### src/rtl/hilo_unit_pkg.sv
// hilo_unit_pkg: shared definitions for the HI/LO register unit.
//   - HI/LO slice boundaries of the 64-bit mult/div result
//   - slot_t: one pipeline slot {valid, we_hi, we_lo, hi, lo}
//   - hilo_op_e: E-stage write op, decoded with hilo_we > mthi > mtlo priority
//   - enc_entry(): builds the E-stage slot entry from the decoded op
package hilo_unit_pkg;

  localparam int XLEN   = 32;
  localparam int HI_MSB = 63;
  localparam int HI_LSB = 32;
  localparam int LO_MSB = 31;
  localparam int LO_LSB = 0;

  typedef struct packed {
    logic            valid;
    logic            we_hi;
    logic            we_lo;
    logic [XLEN-1:0] hi;
    logic [XLEN-1:0] lo;
  } slot_t;

  typedef enum logic [1:0] {
    OP_NONE = 2'd0,
    OP_HILO = 2'd1,
    OP_MTHI = 2'd2,
    OP_MTLO = 2'd3
  } hilo_op_e;

  // Several write strobes at once is illegal; resolve deterministically.
  function automatic hilo_op_e dec_op(input logic we, input logic mthi, input logic mtlo);
    if (we)        return OP_HILO;
    else if (mthi) return OP_MTHI;
    else if (mtlo) return OP_MTLO;
    else           return OP_NONE;
  endfunction

  function automatic slot_t enc_entry(input hilo_op_e op, input logic [63:0] res,
                                      input logic [XLEN-1:0] rs);
    slot_t e;
    e = '0;
    case (op)
      OP_HILO: begin
        e.valid = 1'b1; e.we_hi = 1'b1; e.we_lo = 1'b1;
        e.hi = res[HI_MSB:HI_LSB];
        e.lo = res[LO_MSB:LO_LSB];
      end
      OP_MTHI: begin e.valid = 1'b1; e.we_hi = 1'b1; e.hi = rs; end
      OP_MTLO: begin e.valid = 1'b1; e.we_lo = 1'b1; e.lo = rs; end
      default: e = '0;
    endcase
    return e;
  endfunction

endpackage

### src/rtl/hilo_slot_reg.sv
// hilo_slot_reg: one HI/LO pipeline slot register.
//   clk, rst   : clock, synchronous active-high reset
//   i_clr      : clear slot at this edge (beats hold)
//   i_hold     : keep current contents
//   i_d        : entry loaded when neither clear nor hold (bubble = all-zero)
//   o_q        : current slot contents
module hilo_slot_reg
  import hilo_unit_pkg::*;
(
  input  logic  clk,
  input  logic  rst,
  input  logic  i_clr,
  input  logic  i_hold,
  input  slot_t i_d,
  output slot_t o_q
);

  slot_t r_q;

  always_ff @(posedge clk) begin
    if (rst || i_clr) r_q <= '0;
    else if (!i_hold) r_q <= i_d;
  end

  assign o_q = r_q;

endmodule

### src/rtl/hilo_unit.sv
// hilo_unit: HI/LO architectural registers with an M/W write pipeline and
// E-stage read forwarding for MFHI/MFLO.
//   clk, rst                 : clock, synchronous active-high reset
//   hilo_we_E, hilo_in_E     : mult/div result written to HI and LO
//   mthi_E, mtlo_E, rs_val_E : single-half writes from rs
//   mfhi_E, mflo_E           : read requests, result on hilo_rd_E
//   div_stallE, stallM       : divider busy / hold M slot
//   flushM, flushW           : kill entry entering M / W
//   hi_o, lo_o               : architectural HI/LO
//   hilo_busy_E              : unforwardable read hazard (FWD_EN=0 only)
module hilo_unit
  import hilo_unit_pkg::*;
#(
  parameter bit FWD_EN = 1'b1
) (
  input  logic            clk,
  input  logic            rst,
  input  logic            hilo_we_E,
  input  logic [63:0]     hilo_in_E,
  input  logic            mthi_E,
  input  logic            mtlo_E,
  input  logic [XLEN-1:0] rs_val_E,
  input  logic            mfhi_E,
  input  logic            mflo_E,
  input  logic            div_stallE,
  input  logic            stallM,
  input  logic            flushM,
  input  logic            flushW,
  output logic [XLEN-1:0] hilo_rd_E,
  output logic [XLEN-1:0] hi_o,
  output logic [XLEN-1:0] lo_o,
  output logic            hilo_busy_E
);

  hilo_op_e        w_op;
  slot_t           w_e_ent, w_m_d, w_w_d, w_m, w_w;
  logic [XLEN-1:0] r_hi, r_lo;
  logic [XLEN-1:0] w_hi_fwd, w_lo_fwd;
  logic            w_hi_pend, w_lo_pend;

  assign w_op    = dec_op(hilo_we_E, mthi_E, mtlo_E);
  assign w_e_ent = enc_entry(w_op, hilo_in_E, rs_val_E);

  // Divider result not ready yet: M gets a bubble instead of the E entry.
  assign w_m_d = div_stallE ? '0 : w_e_ent;
  // M held: W gets a bubble so the held entry is not duplicated.
  assign w_w_d = stallM ? '0 : w_m;

  hilo_slot_reg u_slot_m (
    .clk(clk), .rst(rst), .i_clr(flushM), .i_hold(stallM), .i_d(w_m_d), .o_q(w_m)
  );

  hilo_slot_reg u_slot_w (
    .clk(clk), .rst(rst), .i_clr(flushW), .i_hold(1'b0), .i_d(w_w_d), .o_q(w_w)
  );

  // Commit reads the current W entry, so flushW only kills the incoming one.
  always_ff @(posedge clk) begin
    if (rst) begin
      r_hi <= '0;
      r_lo <= '0;
    end else if (w_w.valid) begin
      if (w_w.we_hi) r_hi <= w_w.hi;
      if (w_w.we_lo) r_lo <= w_w.lo;
    end
  end

  assign hi_o = r_hi;
  assign lo_o = r_lo;

  assign w_hi_pend = (w_m.valid && w_m.we_hi) || (w_w.valid && w_w.we_hi);
  assign w_lo_pend = (w_m.valid && w_m.we_lo) || (w_w.valid && w_w.we_lo);

  // Youngest writer per half wins: M before W before architectural.
  always_comb begin
    w_hi_fwd = r_hi;
    w_lo_fwd = r_lo;
    if (FWD_EN) begin
      if (w_m.valid && w_m.we_hi)      w_hi_fwd = w_m.hi;
      else if (w_w.valid && w_w.we_hi) w_hi_fwd = w_w.hi;
      if (w_m.valid && w_m.we_lo)      w_lo_fwd = w_m.lo;
      else if (w_w.valid && w_w.we_lo) w_lo_fwd = w_w.lo;
    end
  end

  always_comb begin
    hilo_rd_E = '0;
    if (mfhi_E)      hilo_rd_E = w_hi_fwd;
    else if (mflo_E) hilo_rd_E = w_lo_fwd;
  end

  assign hilo_busy_E = !FWD_EN && ((mfhi_E && w_hi_pend) || (!mfhi_E && mflo_E && w_lo_pend));

endmodule

### config.mk
export PLATFORM = sky130hd
export DESIGN_NAME = hilo_unit
export DESIGN_NICKNAME = d
export VERILOG_FILES = /design/src/rtl/hilo_unit_pkg.sv /design/src/rtl/hilo_slot_reg.sv /design/src/rtl/hilo_unit.sv
export SDC_FILE = /design/constraint.sdc
export NUM_CORES = 1
export LEC_CHECK = 0
export CELL_PAD_IN_SITES_DETAIL_PLACEMENT = 0
export CELL_PAD_IN_SITES_GLOBAL_PLACEMENT = 1
export CORE_MARGIN = 1.5
export CORE_UTILIZATION = 35
export CTS_CLUSTER_DIAMETER = 150
export DETAILED_ROUTE_END_ITERATION = 8
export PLACE_DENSITY = 0.75
export SYNTH_ARGS = -nofsm -noshare
export SYNTH_HDL_FRONTEND = slang
export SYNTH_SLANG_ARGS = --single-unit
### constraint.sdc
create_clock -name clk -period 6 [get_ports clk]
set_input_delay 1.5 -clock clk [delete_from_list [all_inputs] [get_ports clk]]
set_output_delay 1.5 -clock clk [all_outputs]
set_load 0.02 [all_outputs]
### After elaboration in Yosys (flattened, before gate mapping)

Cells that the tools add are included.

* bits of input ports: 107
* logic and storage cells: 42
* output and inout port bits: 97
* register bits: 198

* multiplexer cells: 15
* eq/ne operators: 3
* reductions and logical operators: 12

Operators with widths (number)
* $mux W32: 6
* $pmux W32 S2: 2
* $mux W67: 1
* $mux W2: 3
* $reduce_or A2 Y1: 3
* $eq A2 B2 Y1 const B: 2
* $logic_and A1 B1 Y1: 4
* $reduce_and A2 Y1: 2
* $mux W1: 3
* $reduce_or A3 Y1: 1
* $eq A2 B1 Y1 const B: 1
* $logic_or A1 B1 Y1: 2

### Depth between registers and ports, before layout

* depth after elaboration: 7
* mapped depth: 9
* gate-level depth less buffers: 7

### Hierarchy

Synthesis repeated with hierarchy kept, for this count alone.

* cells, all modules: 1150
* area, all modules: 9884.5 µm²

Modules (own cells, without submodules)
* hilo_unit: times used 1, seq. area each 1281.2 µm², area an instance 5094.9 µm², cells an instance 714
* hilo_slot_reg: times used 2, seq. area each 1341.3 µm², area an instance 2394.8 µm², cells an instance 218

### Least setup slack after synthesis

Ideal clock, no wire load.

* kind: input -> output
* from: in mfhi_E
* to: out hilo_rd_E[10]
* stages on the path: 4
* data required time: 4.500 ns
* arrival time: 2.409 ns
* slack: 2.091 ns
* buffers on the path: 1
* cells stage by stage: and2b_2 > clkbuf_1 > o21ai_0 > o22ai_1

* word-level cells in the longest chain between the ends: 1

Ends and longest elaborated chain
* start, declared: RTL line hilo_unit.sv:23 `input logic mfhi_E,`
* $mux W32: RTL line hilo_unit.sv:88 `if (mfhi_E) hilo_rd_E = w_hi_fwd;`
* end, declared: RTL line hilo_unit.sv:29 `output logic [XLEN-1:0] hilo_rd_E,`

Every way passes these cells.

### Worst setup path in the final report

* from: in mfhi_E
* to: out hilo_rd_E[1]

Same word-level chain as after synthesis.

==> run summary <==
====================================================================================================
Post-detailed-route count of antenna-violating nets                                                0
Total power after layout                                                                     2.79 mW
Top fanout value on the critical path                                                             32
Mapped cell area                                                                            8600 um2
Pin count of the biggest net entering global routing                                              67
Hold Path Origin                                                                        u_slot_m.o_q[41]
Total track usage                                                                              21.7%
Slew at the pin closest to its max-slew limit                                                1.19 ns
Register-to-register setup slack                                                             4.35 ns
Worst Hold Depth                                                                                   1
Setup repair after global routing missed its margin                                            false
Rel. slew slack                                                                                20.6%
Wire length of the first global-routing pass                                                 43.0 mm
Sequential cell area fraction in the yosys report                                              46.1%
Post-Route WL                                                                                27.9 mm
Clock tree from TritonCTS                                                                        yes
Standard cell core area                                                                    24200 um2
Most heavily used metal layer in global routing                                                 met1
Mean number of vias per cell                                                                    5.36
Total via count after detailed routing                                                          7747
Achievable clock frequency                                                                   189 MHz
VDD IR max                                                                                  0.155 mV
Sort of element at the start of the critical path                                          input pin
Destination of the worst hold path                                                      u_slot_w.o_q[41]
Met1 usage in global routing                                                                   35.1%
Root buf cell                                                                              clkbuf_16
Average wire per standard cell                                                               19.3 um
Min-Delay Path Class                                                                      reg -> reg
Capturing point of the worst reg2reg path                                                   lo_o[15]
Effective utilization at floorplan                                                             35.6%
Ratio of final minimum period to clock period                                                  88.4%
Number of port buffers                                                                           202
Met3 capacity usage during global routing                                                      2.78%
Switching part of the total                                                                    23.1%
Clock Path Buffers                                                                                 2
Max-Cap Viols                                                                                      0
Clock share of power                                                                           44.3%
Number of diodes                                                                                   0
Post-cts gate resize count                                                                         0
Data required time of the critical path                                                      4.50 ns
Hold bufs inserted after CTS                                                                       0
Setup TNS                                                                                       0 ns
Proportion of layout cells with a drive suffix above 1                                         5.44%
Syn_area_per_cell                                                                           8.83 um2
Synthesis-to-layout area growth                                                                30.2%
Kind of capture point of the worst setup path                                             output pin
Result of the run                                                                          completed
Area of the multi-input gates                                                               4040 um2
Data arrival time of the critical path                                                       3.80 ns
Final setup violation count                                                                        0
Total iterations of the first detailed-routing run                                                 5
CTS Buf Count                                                                                     17
Clock Sink Count                                                                                 198
Switch Pwr                                                                                  0.644 mW
Post-synthesis cell count                                                                        974
First DRT Iteration DRCs                                                                         669
Worst clock skew                                                                           0.0122 ns
Via count of the first global-routing pass                                                      7177
Number of warnings reported in the yosys synthesis log                                             0
Power density over the cells                                                              249 nW/um2
H-tree levels                                                                                      4
Residual DRC count                                                                                 0
Grt total ovfl                                                                                     0
Total leakage power                                                                          4.17 nW
Post-layout nets                                                                                1220
Distinct cell type count after synthesis                                                          29
Register Area                                                                               3960 um2
Slew Viols, Final                                                                                  0
Combinational group share of total power                                                        8.1%
Number of buffers inserted to repair setup after CTS                                               0
Post-DP HPWL                                                                                 19.4 mm
Number of fill cells                                                                            2404
Worst Reg-to-Reg Cells                                                                             5
WHS                                                                                         0.499 ns
Total Die Area                                                                             25500 um2
Die extent in x                                                                               160 um
Int Pwr                                                                                      2.14 mW
Post-layout min period                                                                       5.30 ns
Antenna violations before repair                                                                   0
Met2 track demand over resource in global routing                                              29.7%
Seq pwr share                                                                                  47.6%
Type of the worst setup path                                                               in -> out
Final Hold Viols                                                                                   0
Post-Syn Nets                                                                                   1085
Final weighted congestion of routability-driven global placement                               0.806
Worst-skew pair later-pin latency                                                            0.44 ns
Clock-pin slew reported for the worst setup and hold paths after clock tree synthesis        0.07 ns
Post-synthesis sequential element count                                                          198
Die Ht                                                                                        160 um
FF-to-FF Start                                                                          u_slot_w.o_q[66]
Number of cell rows                                                                               57
I/O pin cnt                                                                                      204
====================================================================================================
[synthesized netlist by cell type]
| cell type | count | area, um2 |
|---|---|---|
| buf_1 | 7 | 26.3 |
| nand2_1 | 35 | 131 |
| nor3_1 | 1 | 5.00 |
| clkbuf_1 | 34 | 128 |
| dfxtp_1 | 198 | 3960 |
| or2_1 | 1 | 6.26 |
| buf_4 | 7 | 52.6 |
| ha_1 | 4 | 50.1 |
| and2_1 | 69 | 432 |
| a22oi_1 | 32 | 240 |
| a22o_1 | 64 | 561 |
| conb_1 | 1 | 3.75 |
| o21ai_0 | 65 | 325 |
| buf_6 | 17 | 191 |
| o211ai_1 | 32 | 240 |
| nand2_4 | 2 | 22.5 |
| nor2_1 | 99 | 372 |
| and3_1 | 64 | 400 |
| buf_2 | 34 | 170 |
| a211oi_1 | 64 | 480 |
| nor2_4 | 1 | 11.3 |
| clkbuf_2 | 4 | 20.0 |
| or2_2 | 2 | 12.5 |
| o22ai_1 | 32 | 200 |
| a21oi_1 | 99 | 495 |
| and2b_2 | 1 | 8.76 |
| nor3_4 | 2 | 32.5 |
| inv_1 | 2 | 7.51 |
| nor2b_1 | 1 | 6.26 |
[final cells by class]
type,instances,area share (%)
Multi-Input combinational cell,671,36.1
Tap cell,324,3.62
Timing Repair Buffer,219,19.1
Sequential cell,198,35.4
Clock buffer,18,3.92
Inverter,2,0.0671
Clock inverter,13,1.72
[cells by family (layout without fill, tap and decap cells)]
kind of cell / Yosys count / in the layout / synth area share (%)
AOI/OAI and AO/OA: 388 / 388 / 29.6
and+or+nand+nor: 278 / 278 / 16.8
buffers and inverters: 105 / 252 / 6.93
other: 1 / 1 / 0.0436
adders and majority gates: 4 / 4 / 0.582
DFF: 198 / 198 / 46.1
[through the flow]
stage	worst slack [ns]	std cells	utilization, %	instance area, um2
2_1_floorplan	2.09	974	-	8600
3_3_place_gp	0.649	1414	43.7	10600
3_5_place_dp	0.659	1414	43.7	10600
4_1_cts	0.664	1445	46.3	11200
5_1_grt	0.603	1445	46.3	11200
6_report	0.695	1445	46.3	11200
[per-layer routing]
metal	routed length, um	vias to the layer above	part of all wire [%]
met5	0	-	0
met4	303	0	1.1
met3	1360	19	4.9
met2	11300	251	40
met1	15000	3668	54
li1	-	3809	-
[worst max-delay path, stage by stage]
cell and delay [ns]:
clkdlybuf4s50_1 0.53, and2b_2 0.64, o21ai_0 0.18, o22ai_1 0.28
clkdlybuf4s50_1 0.65
[state kept, by name, indices dropped and copies added (netlist names)]
name / cells
u_slot_m.o_q: 67
u_slot_w.o_q: 67
hi_o: 32
lo_o: 32
[worst max path at each step]
stage | from | end | slack (ns) | depth (start not counted)
4_1_cts | mfhi_E | hilo_rd_E[0] | 0.66 | 5
6_report | mfhi_E | hilo_rd_E[1] | 0.70 | 5
3_3_place_gp | mfhi_E | hilo_rd_E[31] | 0.65 | 5
2_1_floorplan | mfhi_E | hilo_rd_E[10] | 2.09 | 4
3_5_place_dp | mfhi_E | hilo_rd_E[0] | 0.66 | 5
5_1_grt | mfhi_E | hilo_rd_E[1] | 0.60 | 5
[cells in the final DEF (no fill, tap or decap), drive strengths merged, types with 2 or more instances in the layout]
cell	instances
a22oi	32
clkinv	3
a21oi	99
clkdlybuf4s50	200
dfxtp	198
o21ai	65
inv	6
a22o	64
nand2	37
a211oi	64
ha	4
nor3	3
and2	69
or2	3
buf	19
clkinvlp	2
o22ai	32
nor2	100
clkbuf	18
o211ai	32
bufinv	4
and3	64
[power by group through the flow]
stage          Clock [mW]  Sequential (mW)  Combinational, mW
2_1_floorplan           0             1.35              0.125
3_3_place_gp            0             1.36              0.229
3_5_place_dp            0             1.36              0.229
4_1_cts              1.25             1.33              0.229
5_1_grt              1.30             1.33              0.246
6_report             1.23             1.33              0.227
Note: power is estimated with default switching activity, not from simulation.
